[config.mk]
export PLATFORM = sky130hd
export DESIGN_NAME = fixed_point_booth_multiplier_flat
export DESIGN_NICKNAME = d
export VERILOG_FILES = /design/src/rtl/fixed_point_booth_multiplier_if.sv /design/src/rtl/fixed_point_booth_multiplier.sv /design/src/flat_wrapper.sv
export SDC_FILE = /design/constraint.sdc
export NUM_CORES = 1
export LEC_CHECK = 0
export BUFFER_PORTS_ARGS = -buffer_cell sky130_fd_sc_hd__buf_4
export CORE_MARGIN = 5
export CORE_UTILIZATION = 50
export DETAILED_ROUTE_END_ITERATION = 6
export PLACE_DENSITY = 0.72
export SETUP_SLACK_MARGIN = 0.05
export SYNTH_ARGS = -nofsm -noshare
export SYNTH_HDL_FRONTEND = slang
export SYNTH_SLANG_ARGS = --single-unit
[constraint.sdc]
create_clock -name clk -period 4.37 [get_ports clk]
set_clock_uncertainty 0.05 [all_clocks]
set_input_delay 0.2185 -clock clk [delete_from_list [all_inputs] [get_ports clk]]
set_output_delay 0.2185 -clock clk [all_outputs]
set_load 0.01 [all_outputs]
[src/rtl/fixed_point_booth_multiplier_if.sv]
// Operand/result bundle for the fixed-point Booth multiplier.
// The requester drives A, B and start; the multiplier returns result, overflow_flag and finish.
interface fixed_point_booth_multiplier_if #(
  parameter int WIDTH = 16
);
  logic [WIDTH-1:0] A;
  logic [WIDTH-1:0] B;
  logic             start;
  logic [WIDTH-1:0] result;
  logic             overflow_flag;
  logic             finish;

  modport master (
    output A, B, start,
    input  result, overflow_flag, finish
  );

  modport slave (
    input  A, B, start,
    output result, overflow_flag, finish
  );
endinterface

[src/rtl/fixed_point_booth_multiplier.sv]
// Sequential radix-4 Booth multiplier for signed QX.FRAC_BITS operands, one recoding step per cycle.
// Define MULT_SATURATE_EN to clamp result on overflow; otherwise result wraps to the low WIDTH bits.
module fixed_point_booth_multiplier #(
  parameter int WIDTH     = 16,
  parameter int FRAC_BITS = 10
) (
  input  logic clk,
  input  logic rst,
  fixed_point_booth_multiplier_if.slave bus
);

  localparam int STEPS = WIDTH / 2;
  localparam int ACC_W = 2 * WIDTH + 2;
  localparam int CNT_W = (STEPS > 1) ? $clog2(STEPS) : 1;

  typedef enum logic [1:0] {IDLE, BUSY, DONE} state_t;

  state_t                  state;
  logic [WIDTH-1:0]        a_reg;
  logic [WIDTH:0]          b_reg;   // B with the implicit B[-1]=0 appended at bit 0
  logic signed [ACC_W-1:0] acc;
  logic [CNT_W-1:0]        step;

  logic signed [WIDTH+1:0] a_ext;
  logic signed [WIDTH+1:0] addend;
  logic signed [WIDTH+1:0] top_sum;
  logic signed [ACC_W-1:0] acc_next;
  logic signed [ACC_W-1:0] q;
  logic                    ovf_next;
  logic [WIDTH-1:0]        res_next;

  // NOTE: every always_comb output gets a default first, so no path leaves one unassigned (no latch).
  always_comb begin
    a_ext  = {{2{a_reg[WIDTH-1]}}, a_reg};
    addend = '0;
    unique case (b_reg[2:0])
      3'b001, 3'b010: addend = a_ext;
      3'b011:         addend = a_ext <<< 1;
      3'b100:         addend = -(a_ext <<< 1);
      3'b101, 3'b110: addend = -a_ext;
      default:        addend = '0;
    endcase

    // Partial products enter the top WIDTH+2 bits; the shift keeps the running sum exact.
    top_sum  = acc[ACC_W-1:WIDTH] + addend;
    acc_next = $signed({top_sum, acc[WIDTH-1:0]}) >>> 2;

    q        = acc_next >>> FRAC_BITS;
    ovf_next = !((&q[ACC_W-1:WIDTH-1]) || !(|q[ACC_W-1:WIDTH-1]));

`ifdef MULT_SATURATE_EN
    if (ovf_next)
      res_next = q[ACC_W-1] ? {1'b1, {(WIDTH-1){1'b0}}} : {1'b0, {(WIDTH-1){1'b1}}};
    else
      res_next = q[WIDTH-1:0];
`else
    res_next = q[WIDTH-1:0];
`endif
  end

  // NOTE: sequential state uses non-blocking assignments so every register samples pre-edge values.
  always_ff @(posedge clk) begin
    if (rst) begin
      state             <= IDLE;
      a_reg             <= '0;
      b_reg             <= '0;
      acc               <= '0;
      step              <= '0;
      bus.result        <= '0;
      bus.overflow_flag <= 1'b0;
      bus.finish        <= 1'b0;
    end else begin
      unique case (state)
        IDLE, DONE: begin
          if (bus.start) begin
            a_reg      <= bus.A;
            b_reg      <= {bus.B, 1'b0};
            acc        <= '0;
            step       <= '0;
            bus.finish <= 1'b0;
            state      <= BUSY;
          end
        end
        BUSY: begin
          acc   <= acc_next;
          b_reg <= {{2{b_reg[WIDTH]}}, b_reg[WIDTH:2]};
          step  <= step + 1'b1;
          if (step == CNT_W'(STEPS - 1)) begin
            bus.result        <= res_next;
            bus.overflow_flag <= ovf_next;
            bus.finish        <= 1'b1;
            state             <= DONE;
          end
        end
        default: state <= IDLE;
      endcase
    end
  end

endmodule

[src/flat_wrapper.sv]
// flat-port wrapper written by rule: the top's interface ports become plain ports
module fixed_point_booth_multiplier_flat 
#(
  parameter int WIDTH     = 16,
  parameter int FRAC_BITS = 10
)
  (clk, rst, bus_A, bus_B, bus_start, bus_result, bus_overflow_flag, bus_finish);
  fixed_point_booth_multiplier_if #(.WIDTH(WIDTH)) bus_i ();
  input  logic clk;
  input  logic rst;
  input wire logic [$bits(bus_i.A)-1:0] bus_A;
  input wire logic [$bits(bus_i.B)-1:0] bus_B;
  input wire logic [$bits(bus_i.start)-1:0] bus_start;
  output wire logic [$bits(bus_i.result)-1:0] bus_result;
  output wire logic [$bits(bus_i.overflow_flag)-1:0] bus_overflow_flag;
  output wire logic [$bits(bus_i.finish)-1:0] bus_finish;
  assign bus_i.A = bus_A;
  assign bus_i.B = bus_B;
  assign bus_i.start = bus_start;
  assign bus_result = bus_i.result;
  assign bus_overflow_flag = bus_i.overflow_flag;
  assign bus_finish = bus_i.finish;
  fixed_point_booth_multiplier #(.WIDTH(WIDTH), .FRAC_BITS(FRAC_BITS)) u_core (.clk(clk), .rst(rst), .bus(bus_i));
endmodule
==> results.py, run 1 <==
metrics = {
    "yosys": {
        "synth_edf_count": 0,
        "yosysTopAreaCell": "dfxtp_1",
        "yosys-top-cells-count": "100 x nand2_1, 76 x dfxtp_1, 75 x nor2_1",
        "synth.net_count": 659,
        "synth_area_leaders": "dfxtp_1 33%, nand2_1 8.2%, nor2_1 6.1%",
        "synth_most_common_cell": "nand2_1",
        "yosysWarnings": 0,
        "post-synth-top-area-fraction": 0.332,
        "synth_cells": 603,
        "synth-seq-cells": 76,
        "syn_area_per_cell_sq_um": 7.61,
        "synthArstFlopShare": 0,
        "synth-main-ff-cell": "dfxtp_1",
        "syn-cell-area_sq_mm": 0.00459,
        "synth.distinct_cells": 59,
        "yosysSeqAreaShare": 0.332,
    },
    "timing": {
        "rsz0062_at_grt": "false",
        "tightestPinTransition_ns": 1.02,
        "max-slew-margin-rel": 0.317,
        "report.final.slew_viol_count": 0,
        "setup_viol": 0,
        "fin_crit_ns": 4.15,
        "finalHoldViolations": 0,
        "period_share": 0.949,
        "fmax_mhz": 241,
    },
    "layout": {
        "largest_reg_flops": 20,
        "fillers": 861,
        "n_antenna_cell": 0,
        "fin_util": 0.597,
        "syn_to_final_growth_pct": 18.4,
        "multi_input_area_sq_mm": 0.00298,
        "drive_gt1_frac": 0.209,
        "regArea_sq_mm": 0.00153,
        "final_area_sq_mm": 0.00543,
        "fin_cells": 763,
        "nets": 703,
    },
    "routing": {
        "drtIter0Drc": 292,
        "drt-pass1-iter-count": 5,
        "ant_nets": 0,
        "wl_per_cell_um": 16.2,
        "routed_wl_um": 12400,
        "via_count": 4533,
        "post_drt_via_cell_ratio": 5.94,
        "drc": 0,
    },
    "placed_design": {
        "place_hpwl_um": 8620,
        "placed_area_sq_mm": 0.00508,
        "globalplace.congestion": 0.937,
        "placed_cells": 741,
        "numPortBuffers": 52,
    },
    "worst_setup_path": {
        "crit_chain": "buf_4 > or4b_4 > or4_4 > nand2_2 > xnor2_1 > a221oi_1 > a31oi_1 > ha_1 > and2_1 > o2111ai_4 > a31oi_2 > o41ai_2 > xnor2_1 > nor4bb_2 > o41ai_2",
        "crit_required_ns": 4.58,
        "cp_max_fo": 6,
        "critPathMaxStageDelay_ns": 0.56,
        "worstPathArrival_ns": 4.36,
        "endpoint_kind": "flop",
        "worst_setup_path_start_kind": "flop",
        "slowest_stage": "or4b_4",
        "path_class": "flop to flop",
    },
    "clock_tree": {
        "clk-insertion-delay-late_ns": 0.36,
        "cts_tree": "yes",
        "numCtsBuffers": 9,
        "clk_pin_slew_worst_paths_ns": 0.10,
        "root_buffer": "clkbuf_8",
        "htree_num_levels": 3,
        "max-clock-path-buffers": 2,
        "cts_hold_buf": 0,
        "cts_num_sinks": 76,
    },
    "grt": {
        "first_global_vias": 4195,
        "grt_pass1_wl_um": 20100,
        "grt_remaining_overflow": 0,
        "grt_max_degree": 78,
        "grt_util_all_layers": 0.217,
        "antenna_found_initial": 0,
    },
    "hold_path": {
        "hp-class": "input pin to flop",
    },
    "floorplan": {
        "ios": 53,
        "core_sq_mm": 0.00911,
        "chipHeight_um": 106,
        "fp-row-count": 35,
        "die_w_um": 106,
        "initial_core_util": 0.504,
        "die-area_sq_mm": 0.0112,
    },
    "run": {
        "maxCapViolCount": 0,
    },
    "pwr": {
        "power_leakage_nw": 2.23,
        "power_density_mw_per_mm2": 329,
        "vdd_drop_max_mv": 0.184,
    },
    "run_status": {
        "status": "complete, no violations",
    },
}
[placed cells by master, fill, tap and decap left out, types with 3 or more instances in the layout]
master / netlist / final
a221oi_1: 5 / 4
a21o_1: 6 / 6
o21a_1: 4 / 4
dfxtp_2: 0 / 3
o21ai_1: 1 / 5
nand2_1: 100 / 98
a31oi_1: 4 / 3
a211oi_1: 8 / 6
dfxtp_1: 76 / 73
clkbuf_8: 0 / 9
buf_4: 0 / 78
nand4_1: 4 / 4
mux2i_1: 3 / 3
xor2_1: 14 / 12
inv_6: 0 / 3
o22ai_1: 13 / 13
o21ai_0: 25 / 21
nor3_2: 1 / 3
and3_1: 3 / 3
o211ai_1: 5 / 5
o41ai_2: 3 / 3
inv_1: 5 / 3
xnor2_1: 16 / 16
nor2_1: 75 / 74
nand2b_1: 4 / 4
a21oi_1: 56 / 53
ha_1: 20 / 17
a21oi_2: 0 / 3
nor2b_1: 3 / 3
nor3_1: 25 / 23
o221ai_1: 5 / 5
and2_1: 4 / 4
a22oi_1: 27 / 26
nand3_1: 6 / 6
nand3b_1: 4 / 4
[per-layer routing]
metal | global-route usage | part of all wire | vias up | wire length [um]
li1 | - | - | 2240 | -
met3 | 0.0472 | 0.051 | 26 | 628
met1 | 0.287 | 0.45 | 2132 | 5590
met5 | 0 | 0 | - | 0
met2 | 0.347 | 0.48 | 135 | 5890
met4 | 0.0814 | 0.021 | 0 | 260
[report_power, final]
group / switching (mW) / leakage [nW] / internal, mW
clock network: 0.303 / 0.0925 / 0.216
logic: 0.288 / 1.52 / 0.219
registers: 0.0341 / 0.621 / 0.726
total: 0.625 / 2.23 / 1.16
[critical path, delay by kind of cell (launching register included)]
kind / cells / cell delay (ns)
compound gates: 6 / 1.23
flops: 1 / 0.35
simple gates: 5 / 1.47
xor+xnor: 2 / 0.38
fa+ha+maj: 1 / 0.41
buf+inv: 1 / 0.16
[path summary, 6_finish.rpt]
| check | end | cells past startpoint | startpoint | slack [ns] |
|---|---|---|---|---|
| setup reg to reg | u_core.bus.overflow_flag | 15 | u_core.a_reg[2] | 0.22 |
| hold reg to reg | u_core.bus.result[7] | 2 | u_core.bus.result[7] | 0.41 |
| setup / recovery | u_core.bus.overflow_flag | 15 | u_core.a_reg[2] | 0.22 |
| hold / removal | u_core.a_reg[2] | 3 | bus_A[2] | 0.04 |
[area by class of cell]
class,count,share of cell area
multi-input combinational,475,0.548
sequential,76,0.281
timing repair buffer,78,0.108
tap,111,0.0256
clock buffer,9,0.0228
clock inverter,7,0.0108
inverter,7,0.00484
[cell families (layout without fill, tap and decap cells)]
family          Yosys count  in the layout  synth area share
mux                       3              3           0.00654
compound gates          174            174             0.249
fa+ha+maj                21             21            0.0589
xor+xnor                 31             31            0.0608
simple gates            246            246             0.245
buf+inv                  52            101            0.0474
flops                    76             76             0.332
[per-stage QoR]
stage	power [mW]	TNS (ns)	hold slack, ns	setup slack (ns)
floorplan	1.11	0	0.304	0.309
global placement	1.23	0	0.393	0.0914
detailed placement	1.24	-0.0861	0.400	-0.0861
CTS	1.77	0	0.0346	0.0542
global route	1.89	0	0.0318	0.0390
finish	1.79	0	0.0424	0.223
[what timing repair did]
item / CTS / global route
pin swaps: 7 / 14
setup endpoints to repair: 1 / 4
setup buffers: 2 / 4
gates resized for setup: 9 / 26
(Power assumes the default switching activity.)
==> inputs of run 2 (changes only) <==
Settings changed: BUFFER_PORTS_ARGS -buffer_cell sky130_fd_sc_hd__buf_4 to -buffer_cell sky130_fd_sc_hd__buf_2, CORE_MARGIN 5 to 2.
==> run 2 against run 1 <==
Final cell count is 0.13% lower. Sequential cell count stayed put. Non-clock buffer count increased by 2. Count of clock-buffer cells in the layout unchanged. Wire length increased by 0.11%. Critical path depth grew 2. Sequential power up 0.7%. Highest routed layer unchanged. Die area decreased by 11%. Utilization up 1.3 points. Setup slack got worse by 0.045 ns. Critical path type unchanged. Global-route usage is 2.7 points higher.
==> results.py, run 2 (same netlist as run 1, synthesis figures left out) <==
metrics = {
    "run_status": {
        "status": "complete, no violations",
    },
    "layout": {
        "fillers": 785,
        "final_area_sq_mm": 0.00537,
        "n_antenna_cell": 0,
        "drive_gt1_frac": 0.205,
        "nets": 705,
        "multi_input_area_sq_mm": 0.00298,
        "final_common_cell": "nand2_1",
        "final_cell_mix": "100 x nand2_1, 74 x nor2_1, 74 x dfxtp_1, 54 x a21oi_1, 52 x buf_2",
        "largest_reg_flops": 20,
        "regArea_sq_mm": 0.00152,
        "syn_to_final_growth_pct": 17.0,
    },
    "floorplan": {
        "fp-row-count": 34,
        "die-area_sq_mm": 0.00996,
        "initial_core_util": 0.521,
        "die_w_um": 99.8,
        "ios": 53,
        "chipHeight_um": 99.8,
        "core_sq_mm": 0.00881,
    },
    "clock_tree": {
        "clk-insertion-delay-late_ns": 0.35,
        "numCtsBuffers": 9,
        "max-clock-path-buffers": 2,
        "htree_num_levels": 3,
        "cts_hold_buf": 0,
        "clk_pin_slew_worst_paths_ns": 0.09,
        "cts_num_sinks": 76,
        "root_buffer": "clkbuf_8",
        "cts_tree": "yes",
    },
    "worst_setup_path": {
        "crit_buf_inv": 2,
        "cp_max_fo": 6,
        "crit_chain": "inv_1 > ha_4 > or4b_4 > or4_1 > nand2_1 > xnor2_1 > a221oi_2 > a31oi_1 > ha_1 > and2_1 > a22oi_2 > buf_4 > nand4_1 > and4_1 > nor2_1 > nor4bb_4 > o41ai_2",
        "crit_required_ns": 4.54,
        "critPathMaxStageDelay_ns": 0.50,
        "worst_setup_path_start_kind": "flop",
        "worstPathArrival_ns": 4.37,
        "crit_family": "simple AND/OR/NAND/NOR gates",
        "endpoint_kind": "flop",
        "path_class": "flop to flop",
        "slowest_stage": "or4b_4",
    },
    "placed_design": {
        "globalplace.congestion": 0.963,
        "numPortBuffers": 52,
        "place_hpwl_um": 8510,
        "pre_cts_slack_ns": -0.0517,
        "placed_area_sq_mm": 0.00493,
    },
    "timing": {
        "fmax_mhz": 239,
        "period_share": 0.959,
        "max-slew-margin-rel": 0.322,
        "finalHoldViolations": 0,
        "fin_ws_ns": 0.179,
        "fin_crit_ns": 4.19,
        "report.final.slew_viol_count": 0,
        "setup_viol": 0,
        "hold_slack_ns": 0.0475,
        "tightestPinTransition_ns": 1.01,
    },
    "routing": {
        "routed_wl_um": 12400,
        "drtIter0Drc": 271,
        "drt-pass1-iter-count": 5,
        "wl_per_cell_um": 16.3,
        "via_count": 4607,
        "post_drt_via_cell_ratio": 6.05,
        "ant_nets": 0,
        "drc": 0,
    },
    "grt": {
        "first_global_vias": 4196,
        "grt_remaining_overflow": 0,
        "grt_max_degree": 56,
        "grt_pass1_wl_um": 20100,
        "grt_util_all_layers": 0.244,
        "antenna_found_initial": 0,
    },
    "run": {
        "maxCapViolCount": 0,
    },
    "pwr": {
        "vdd_drop_max_mv": 0.232,
        "p_total_mw": 1.91,
        "power_density_mw_per_mm2": 355,
        "power_leakage_nw": 2.24,
    },
    "hold_path": {
        "hp-class": "input pin to flop",
    },
}
## run 2: cell count changes in the layout (fill, tap and decap cells not counted), sizes merged
| cell | previous run | this run |
|---|---|---|
| buf | 78 | 80 |
| bufinv | 0 | 2 |
| clkinv | 4 | 3 |
| inv | 9 | 8 |
## run 2: final cells by class
cell class,instances,area share
Timing Repair Buffer,80,0.0876
Clock inverter,7,0.0196
Tap cell,108,0.0252
Sequential cell,76,0.284
Multi-Input combinational cell,475,0.556
Inverter,7,0.00489
Clock buffer,9,0.0231
## run 2: worst reg2reg max path, delay by kind of cell (launching register included)
family | cells | cell delay [ns]
adders and majority gates | 2 | 0.52
xor gates and xnor gates | 1 | 0.11
and+or+nand+nor | 8 | 2.08
DFF | 1 | 0.36
buffers and inverters | 2 | 0.28
AOI/OAI and AO/OA | 4 | 0.69
## run 2: path summary, 6_finish.rpt
check | slack (ns) | startpoint | cells after the start | to
worst max register to register | 0.18 | u_core.a_reg[1] | 17 | u_core.bus.overflow_flag
worst max-delay path | 0.18 | u_core.a_reg[1] | 17 | u_core.bus.overflow_flag
worst min register to register | 0.40 | u_core.bus.result[9] | 2 | u_core.bus.result[9]
worst min-delay path | 0.05 | bus_A[5] | 3 | u_core.a_reg[5]
## run 2: metrics by stage
step                      setup TNS (ns)   util  cells
after floorplan                        0      -    603
after global placement                 0  0.560    736
after detailed placement         -0.0517  0.560    736
after CTS                              0  0.593    754
after global routing             -0.0105  0.610    762
final                                  0  0.610    762
## run 2: per-layer routing
metal | share of wire | GRT usage | up-vias | wire length [um]
met3 | 0.057 | 0.0390 | 32 | 709
met1 | 0.45 | 0.342 | 2153 | 5590
met5 | 0 | 0 | - | 0
li1 | - | - | 2246 | -
met4 | 0.019 | 0.0622 | 0 | 239
met2 | 0.47 | 0.397 | 176 | 5850
## run 2: where the power goes
| group | switching, mW | total (mW) | internal, mW |
|---|---|---|---|
| combinational | 0.294 | 0.514 | 0.221 |
| sequential | 0.0388 | 0.765 | 0.726 |
| clock | 0.296 | 0.626 | 0.331 |
## run 2: timing repair
item                                    in CTS  in global routing
resized for setup                           12                 21
endpoints found under the setup margin       1                  2
pin swaps                                    8                  9
buffers inserted                             2                  8
